File: config.mk
export PLATFORM = sky130hd
export DESIGN_NAME = inst_queue
export DESIGN_NICKNAME = d
export VERILOG_FILES = /design/src/rtl/inst_queue.sv
export SDC_FILE = /design/constraint.sdc
export NUM_CORES = 2
export LEC_CHECK = 0
export BUFFER_PORTS_ARGS = -buffer_cell sky130_fd_sc_hd__buf_2
export CAP_MARGIN = 20
export CELL_PAD_IN_SITES_DETAIL_PLACEMENT = 1
export CELL_PAD_IN_SITES_GLOBAL_PLACEMENT = 1
export CORE_ASPECT_RATIO = 1.75
export CORE_UTILIZATION = 39
export CTS_CLUSTER_DIAMETER = 40
export DETAILED_ROUTE_END_ITERATION = 8
export GPL_TIMING_DRIVEN = 0
export MAX_ROUTING_LAYER = met4
export PLACE_DENSITY = 0.68
export SYNTH_ARGS = -nofsm -noshare
export SYNTH_HDL_FRONTEND = slang
export SYNTH_SLANG_ARGS = --single-unit
File: constraint.sdc
create_clock -name clk -period 12.45 [get_ports clk]
set_clock_uncertainty 0.15 [all_clocks]
set_input_delay 1.245 -clock clk [delete_from_list [all_inputs] [get_ports clk]]
set_output_delay 1.245 -clock clk [all_outputs]
set_load 0.01 [all_outputs]
File: src/rtl/inst_queue.sv
// Dual-issue instruction buffer between IF and ID: holds fetched pairs, runs them through the
// second-level branch lookup, handles the MIPS delay slot and issues a one-shot redirect to IF.
module inst_queue #(
  parameter int DEPTH = 16,
  parameter int AW    = 4
) (
  input  logic        clk,
  input  logic        rst,
  input  logic        flush,
  input  logic        if_valid1,
  input  logic        if_valid2,
  input  logic [31:0] if_inst_addr1,
  input  logic [31:0] if_inst_addr2,
  input  logic [31:0] if_inst1,
  input  logic [31:0] if_inst2,
  output logic        buffer_full,
  output logic        bpu_lookup_valid1,
  output logic        bpu_lookup_valid2,
  output logic [31:0] bpu_inst_addr1,
  output logic [31:0] bpu_inst_addr2,
  output logic [31:0] bpu_inst1,
  output logic [31:0] bpu_inst2,
  input  logic        bpu_predict_happen1,
  input  logic        bpu_predict_happen2,
  input  logic [31:0] bpu_predict_addr1,
  input  logic [31:0] bpu_predict_addr2,
  output logic        id_valid1,
  output logic        id_valid2,
  output logic [31:0] id_inst_addr1,
  output logic [31:0] id_inst_addr2,
  output logic [31:0] id_inst1,
  output logic [31:0] id_inst2,
  output logic        id_predict_happen1,
  output logic        id_predict_happen2,
  output logic [31:0] id_predict_addr1,
  output logic [31:0] id_predict_addr2,
  input  logic [1:0]  id_pop_num,
  output logic        redirect_valid,
  output logic [31:0] redirect_addr
);

  localparam logic [1:0] S_IDLE    = 2'd0;
  localparam logic [1:0] S_WAIT_DS = 2'd1;
  localparam logic [1:0] S_REDIR   = 2'd2;

  localparam logic [AW:0] PTR_ZERO   = '0;
  localparam logic [AW:0] PTR_ONE    = (AW+1)'(1);
  localparam logic [AW:0] PTR_TWO    = (AW+1)'(2);
  localparam logic [AW:0] FULL_LIMIT = (AW+1)'(DEPTH-2);

  logic [31:0]      addr_mem  [DEPTH];
  logic [31:0]      inst_mem  [DEPTH];
  logic [31:0]      paddr_mem [DEPTH];
  logic [DEPTH-1:0] happen_mem;

  logic [AW:0]  rd_q, rd_d, chk_q, chk_d, wr_q, wr_d;
  logic [1:0]   state_q, state_d;
  logic         redir_valid_q, redir_valid_d;
  logic [31:0]  redir_addr_q, redir_addr_d;
  logic [31:0]  target_q, target_d;

  logic [AW:0]   lk_cnt, id_cnt, used_cnt, lk_n, id_n, pop_n, push_n;
  logic          lk_v1, lk_v2, id_v1, id_v2, full, accept_push;
  logic [AW-1:0] chk_i0, chk_i1, rd_i0, rd_i1, wr_i0, wr_i1;

  logic          push_en1, push_en2;
  logic          rec_en1, rec_en2, rec_h1, rec_h2;
  logic [31:0]   rec_pa1, rec_pa2;

  // Pointer windows: [rd,chk) is dispatchable, [chk,wr) still waits for its lookup.
  assign lk_cnt   = wr_q - chk_q;
  assign id_cnt   = chk_q - rd_q;
  assign used_cnt = wr_q - rd_q;

  assign lk_v1 = (lk_cnt != PTR_ZERO);
  assign lk_v2 = (lk_cnt >= PTR_TWO);
  assign id_v1 = (id_cnt != PTR_ZERO);
  assign id_v2 = (id_cnt >= PTR_TWO);
  assign full  = (used_cnt > FULL_LIMIT);

  assign lk_n = lk_v2 ? PTR_TWO : (lk_v1 ? PTR_ONE : PTR_ZERO);
  assign id_n = id_v2 ? PTR_TWO : (id_v1 ? PTR_ONE : PTR_ZERO);

  assign chk_i0 = chk_q[AW-1:0];
  assign chk_i1 = chk_i0 + AW'(1);
  assign rd_i0  = rd_q[AW-1:0];
  assign rd_i1  = rd_i0 + AW'(1);
  assign wr_i0  = wr_q[AW-1:0];
  assign wr_i1  = wr_i0 + AW'(1);

  assign accept_push = if_valid1 && !full;

  always_comb begin
    pop_n = PTR_ZERO;
    case (id_pop_num)
      2'd0:    pop_n = PTR_ZERO;
      2'd1:    pop_n = id_v1 ? PTR_ONE : PTR_ZERO;
      default: pop_n = id_n;
    endcase
  end

  always_comb begin
    rd_d          = rd_q + pop_n;
    chk_d         = chk_q;
    wr_d          = wr_q;
    state_d       = state_q;
    redir_valid_d = 1'b0;
    redir_addr_d  = redir_addr_q;
    target_d      = target_q;
    push_en1      = 1'b0;
    push_en2      = 1'b0;
    push_n        = PTR_ZERO;
    rec_en1       = 1'b0;
    rec_en2       = 1'b0;
    rec_h1        = 1'b0;
    rec_h2        = 1'b0;
    rec_pa1       = '0;
    rec_pa2       = '0;

    case (state_q)
      S_IDLE: begin
        if (lk_v1 && bpu_predict_happen1) begin
          rec_en1  = 1'b1;
          rec_h1   = 1'b1;
          rec_pa1  = bpu_predict_addr1;
          target_d = bpu_predict_addr1;
          if (lk_v2) begin
            // Slot2 is the delay slot; everything fetched after it is wrong-path.
            rec_en2       = 1'b1;
            chk_d         = chk_q + PTR_TWO;
            wr_d          = chk_q + PTR_TWO;
            state_d       = S_REDIR;
            redir_valid_d = 1'b1;
            redir_addr_d  = bpu_predict_addr1;
          end else begin
            chk_d   = chk_q + PTR_ONE;
            state_d = S_WAIT_DS;
          end
        end else if (lk_v2 && bpu_predict_happen2) begin
          rec_en1  = 1'b1;
          rec_pa1  = bpu_predict_addr1;
          rec_en2  = 1'b1;
          rec_h2   = 1'b1;
          rec_pa2  = bpu_predict_addr2;
          target_d = bpu_predict_addr2;
          chk_d    = chk_q + PTR_TWO;
          state_d  = S_WAIT_DS;
        end else begin
          rec_en1  = lk_v1;
          rec_h1   = bpu_predict_happen1;
          rec_pa1  = bpu_predict_addr1;
          rec_en2  = lk_v2;
          rec_h2   = bpu_predict_happen2;
          rec_pa2  = bpu_predict_addr2;
          chk_d    = chk_q + lk_n;
          push_en1 = accept_push;
          push_en2 = accept_push && if_valid2;
          push_n   = push_en2 ? PTR_TWO : (push_en1 ? PTR_ONE : PTR_ZERO);
          wr_d     = wr_q + push_n;
        end
      end

      S_WAIT_DS: begin
        if (chk_q != wr_q) begin
          rec_en1       = 1'b1;
          chk_d         = chk_q + PTR_ONE;
          wr_d          = chk_q + PTR_ONE;
          state_d       = S_REDIR;
          redir_valid_d = 1'b1;
          redir_addr_d  = target_q;
        end else if (accept_push) begin
          push_en1      = 1'b1;
          chk_d         = wr_q + PTR_ONE;
          wr_d          = wr_q + PTR_ONE;
          state_d       = S_REDIR;
          redir_valid_d = 1'b1;
          redir_addr_d  = target_q;
        end
      end

      S_REDIR: state_d = S_IDLE;

      default: state_d = S_IDLE;
    endcase

    if (flush) begin
      rd_d          = PTR_ZERO;
      chk_d         = PTR_ZERO;
      wr_d          = PTR_ZERO;
      state_d       = S_IDLE;
      redir_valid_d = 1'b0;
      redir_addr_d  = '0;
      target_d      = '0;
      push_en1      = 1'b0;
      push_en2      = 1'b0;
      rec_en1       = 1'b0;
      rec_en2       = 1'b0;
    end
  end

  always_ff @(posedge clk or negedge rst) begin
    if (!rst) begin
      rd_q          <= PTR_ZERO;
      chk_q         <= PTR_ZERO;
      wr_q          <= PTR_ZERO;
      state_q       <= S_IDLE;
      redir_valid_q <= 1'b0;
      redir_addr_q  <= '0;
      target_q      <= '0;
    end else begin
      rd_q          <= rd_d;
      chk_q         <= chk_d;
      wr_q          <= wr_d;
      state_q       <= state_d;
      redir_valid_q <= redir_valid_d;
      redir_addr_q  <= redir_addr_d;
      target_q      <= target_d;
    end
  end

  // Storage needs no reset: every read port is gated by its pointer window.
  always_ff @(posedge clk) begin
    if (push_en1) begin
      addr_mem[wr_i0]   <= if_inst_addr1;
      inst_mem[wr_i0]   <= if_inst1;
      happen_mem[wr_i0] <= 1'b0;
      paddr_mem[wr_i0]  <= '0;
    end
    if (push_en2) begin
      addr_mem[wr_i1]   <= if_inst_addr2;
      inst_mem[wr_i1]   <= if_inst2;
      happen_mem[wr_i1] <= 1'b0;
      paddr_mem[wr_i1]  <= '0;
    end
    if (rec_en1) begin
      happen_mem[chk_i0] <= rec_h1;
      paddr_mem[chk_i0]  <= rec_pa1;
    end
    if (rec_en2) begin
      happen_mem[chk_i1] <= rec_h2;
      paddr_mem[chk_i1]  <= rec_pa2;
    end
  end

  assign buffer_full = full;

  assign bpu_lookup_valid1 = lk_v1;
  assign bpu_lookup_valid2 = lk_v2;
  assign bpu_inst_addr1    = lk_v1 ? addr_mem[chk_i0] : '0;
  assign bpu_inst_addr2    = lk_v2 ? addr_mem[chk_i1] : '0;
  assign bpu_inst1         = lk_v1 ? inst_mem[chk_i0] : '0;
  assign bpu_inst2         = lk_v2 ? inst_mem[chk_i1] : '0;

  assign id_valid1          = id_v1;
  assign id_valid2          = id_v2;
  assign id_inst_addr1      = id_v1 ? addr_mem[rd_i0] : '0;
  assign id_inst_addr2      = id_v2 ? addr_mem[rd_i1] : '0;
  assign id_inst1           = id_v1 ? inst_mem[rd_i0] : '0;
  assign id_inst2           = id_v2 ? inst_mem[rd_i1] : '0;
  assign id_predict_happen1 = id_v1 && happen_mem[rd_i0];
  assign id_predict_happen2 = id_v2 && happen_mem[rd_i1];
  assign id_predict_addr1   = id_v1 ? paddr_mem[rd_i0] : '0;
  assign id_predict_addr2   = id_v2 ? paddr_mem[rd_i1] : '0;

  assign redirect_valid = redir_valid_q;
  assign redirect_addr  = redir_addr_q;

endmodule
==> run_results.csv <==
group,metric,value,unit
run_status,status,"complete, no violations",
critical_path,required,11.06,ns
cells_and_area,drive_above_1_share,0.4946,
die,rows,258,
cts,cts_resized,0,
yosys,synthDistinctLibCells,76,
timing,fin_tns_setup,0,ns
yosys,synth.avg_cell_area,16.04,um2
placement,postPlaceCellArea,123900,um2
power_and_ir_drop,p_sw,0.01711,W
critical_path,critPathMostFrequentCell,"clkbuf_1",
detailed_routing,wl_per_cell,47.81,um
cts,clk_pin_slew,0.06,ns
yosys,synthFlopType,"edfxtp_1",
die,fp.dieArea,286800,um2
cells_and_area,postLayoutCellArea,131900,um2
die,io_pins,561,
yosys,synthCells,6920,
power_and_ir_drop,swShare,0.4747,
critical_path,worst_ep_arrival_time,9.65,ns
placement,dp_slack,2.669,ns
yosys,synth_most_common_cell,"edfxtp_1",
cts,cts_made_buffers,222,
yosys,ys_top_cells_by_area,"edfxtp_1, mux4_2, mux2_2",
global_route,gr-total-overflow,0,
power_and_ir_drop,combPwrFrac,0.627,
critical_path,ff2ff_path_depth,17,
yosys,synth-seq-cells,1634,
critical_path,path_delay_family,"buffers and inverters",
yosys,ys_async_sr_fraction,0.05018,
timing,hold_viol,0,
global_route,grt_pass1_wl,769.3,mm
die,die_w,405.2,um
detailed_routing,drtAntennaViolNets,0,
critical_path,critPathMaxFanout,10,
yosys,synthTopCellsByCount,"edfxtp_1, mux4_2, mux2_2, clkbuf_1, o22ai_1",
global_route,grt_pass1_vias,90100,
cells_and_area,layout.nets,8254,
yosys,netlist_area,111000,um2
die,start_util,0.3929,
timing,worstMarginPinSlew,1.323,ns
critical_path,rrSetupSlack,3.05,ns
power_and_ir_drop,leakage,43.54,nW
yosys,synth_top_area_share,0.4156,
placement,place_inst,11530,
timing,slew_headroom,0.1125,
critical_path,worst-path-buf-inv,10,
yosys,yosysWarningCount,0,
detailed_routing,drcViolationCount,0,
yosys,syn-num-nets,7159,
critical_path,crit_chain,"clkbuf_1, clkbuf_1, clkbuf_1, clkbuf_1, inv_1, ha_1, clkbuf_1, clkbuf_1, buf_1, clkbuf_1, mux4_2, mux4_2, and2_1, buf_2",
critical_path,startpoint_type,"flop",
power_and_ir_drop,p_int,0.01894,W
yosys,yosysSeqAreaShare,0.4370,
timing,fin_crit_sh,0.8875,
cts,cts_tree,"built",
critical_path,r2r_start,"chk_q[1]",
placement,dp_hpwl,420.5,mm
min_path,min_path_type,"in -> async",
die,core,282500,um2
cts,postCtsSetupRepairBufs,0,
detailed_routing,drt_wl_total,576.6,mm
global_route,grt_max_degree,59,
placement,io_buffers,559,
power_and_ir_drop,power_density,273.3,nW/um2
timing,timing.final.ws_setup,1.401,ns
timing,post-route-min-period,11.05,ns
critical_path,cpPeakStageDelay,0.90,ns
critical_path,crit_type,"reg -> out",
yosys,synth_edf_count,1536,
job,maxCapViolations,0,
global_route,track_usage,0.4079,
die,fp.dieH,707.7,um
global_route,antenna_found_initial,104,
cells_and_area,syn_to_final_growth,18.88,%
detailed_routing,via_count,88820,
cts,holdBufCountCts,0,
detailed_routing,dr.pass1.iters,7,
cells_and_area,final_core_util,0.4670,
cts,numClockSinks,1634,
power_and_ir_drop,vdd_ir_drop_max,0.1635,mV
power_and_ir_drop,p_seq_frac,0.188,
detailed_routing,drtIter0Drc,13100,
power_and_ir_drop,p_clk_frac,0.185,
critical_path,worst_setup_path_end_kind,"output port",
cts,insertion_delay,0.95,ns
cells_and_area,fin_cells,12060,
timing,fmax,90.50,MHz
timing,rsz0062_at_grt,"false",
placement,gp_congestion,0.9987,
cts,clock_path_buffers,4,
timing,setup_viol,0,
critical_path,cp_slowest_cell,"clkbuf_1",
critical_path,crit-reg2reg-capture,"paddr_mem[8][0]",
detailed_routing,vias_per_cell,7.364,
timing,finalMaxSlewViolations,0,
cts,cts_root_buf,"clkbuf_16",
yosys,synth_area_leader_cell,"edfxtp_1",
cts,htreeDepth,4,
[worst max path at each step]
| stage | start | to | depth (start not counted) |
|---|---|---|---|
| after floorplan | chk_q[1] | paddr_mem[8][0] | 15 |
| after global placement | chk_q[1] | paddr_mem[8][3] | 15 |
| after detailed placement | chk_q[1] | bpu_inst2[15] | 14 |
| after CTS | chk_q[1] | bpu_inst2[15] | 14 |
| after global routing | chk_q[1] | bpu_inst2[23] | 14 |
| final | chk_q[1] | bpu_inst2[23] | 14 |
[logic make-up after synthesis]
logic type               Yosys count  synth area share
multiplexers                    2705            0.4315
flip-flops                      1634            0.4370
buffers and inverters            930           0.03649
AO/OA/AOI/OAI                    887           0.05353
AND/OR/NAND/NOR                  696           0.03424
adder cells (fa/ha/maj)           38          0.004690
XOR/XNOR                          30          0.002503
[flip-flops by register name (all words and copies together), names as in the netlist]
name and flops:
state_q 2, target_q 32, chk_q 5, rd_q 5, redirect_valid 1, addr_mem 512
happen_mem 16, inst_mem 512, redirect_addr 32, wr_q 5, paddr_mem 512
[cell type report]
type,instances,area (um2)
buffer,897,3993
clock buffer,248,5725
fill,27470,150500
antenna,97,242.7
inverter,33,143.9
sequential,1634,48500
multi-input combinational,4356,58660
clock inverter,155,1687
tap,3770,4717
timing repair buffer,871,8253
[cell usage in the layout, fill, tap and decap left out, types with 103 or more instances in the layout]
cell type,Yosys,layout
nor2b_1,103,103
clkbuf_16,0,224
buf_2,71,666
mux4_2,1513,1513
nand2_1,197,192
clkbuf_1,584,586
o22ai_1,517,517
mux2_2,908,908
mux2i_1,134,134
buf_8,0,225
and2_1,228,228
buf_1,174,139
mux2_4,148,148
edfxtp_1,1536,1536
a211oi_1,198,198
[power groups by stage]
stage | combinational (W) | clock [W] | sequential [W]
floorplan | 0.0112 | 0 | 0.00681
global placement | 0.0203 | 0 | 0.00688
detailed placement | 0.0216 | 0 | 0.00687
CTS | 0.0217 | 0.00661 | 0.00676
global route | 0.0227 | 0.00678 | 0.00681
finish | 0.0226 | 0.00666 | 0.00678
[metrics by stage]
stage,power [W],hold slack [ns]
after floorplan,0.01797,0.3019
after detailed placement,0.02850,0.3234
after global placement,0.02721,0.3200
after CTS,0.03510,0.1219
after global routing,0.03630,0.1487
final,0.03606,0.1156
[routing by layer]
layer	up-vias	track usage	share of wire
li1	31810	-	-
met2	8279	0.6207	0.46
met1	45780	0.4216	0.30
met3	2950	0.1276	0.12
met4	0	0.3685	0.11
met5	-	-	0
Power figures use the tool's default switching activity.
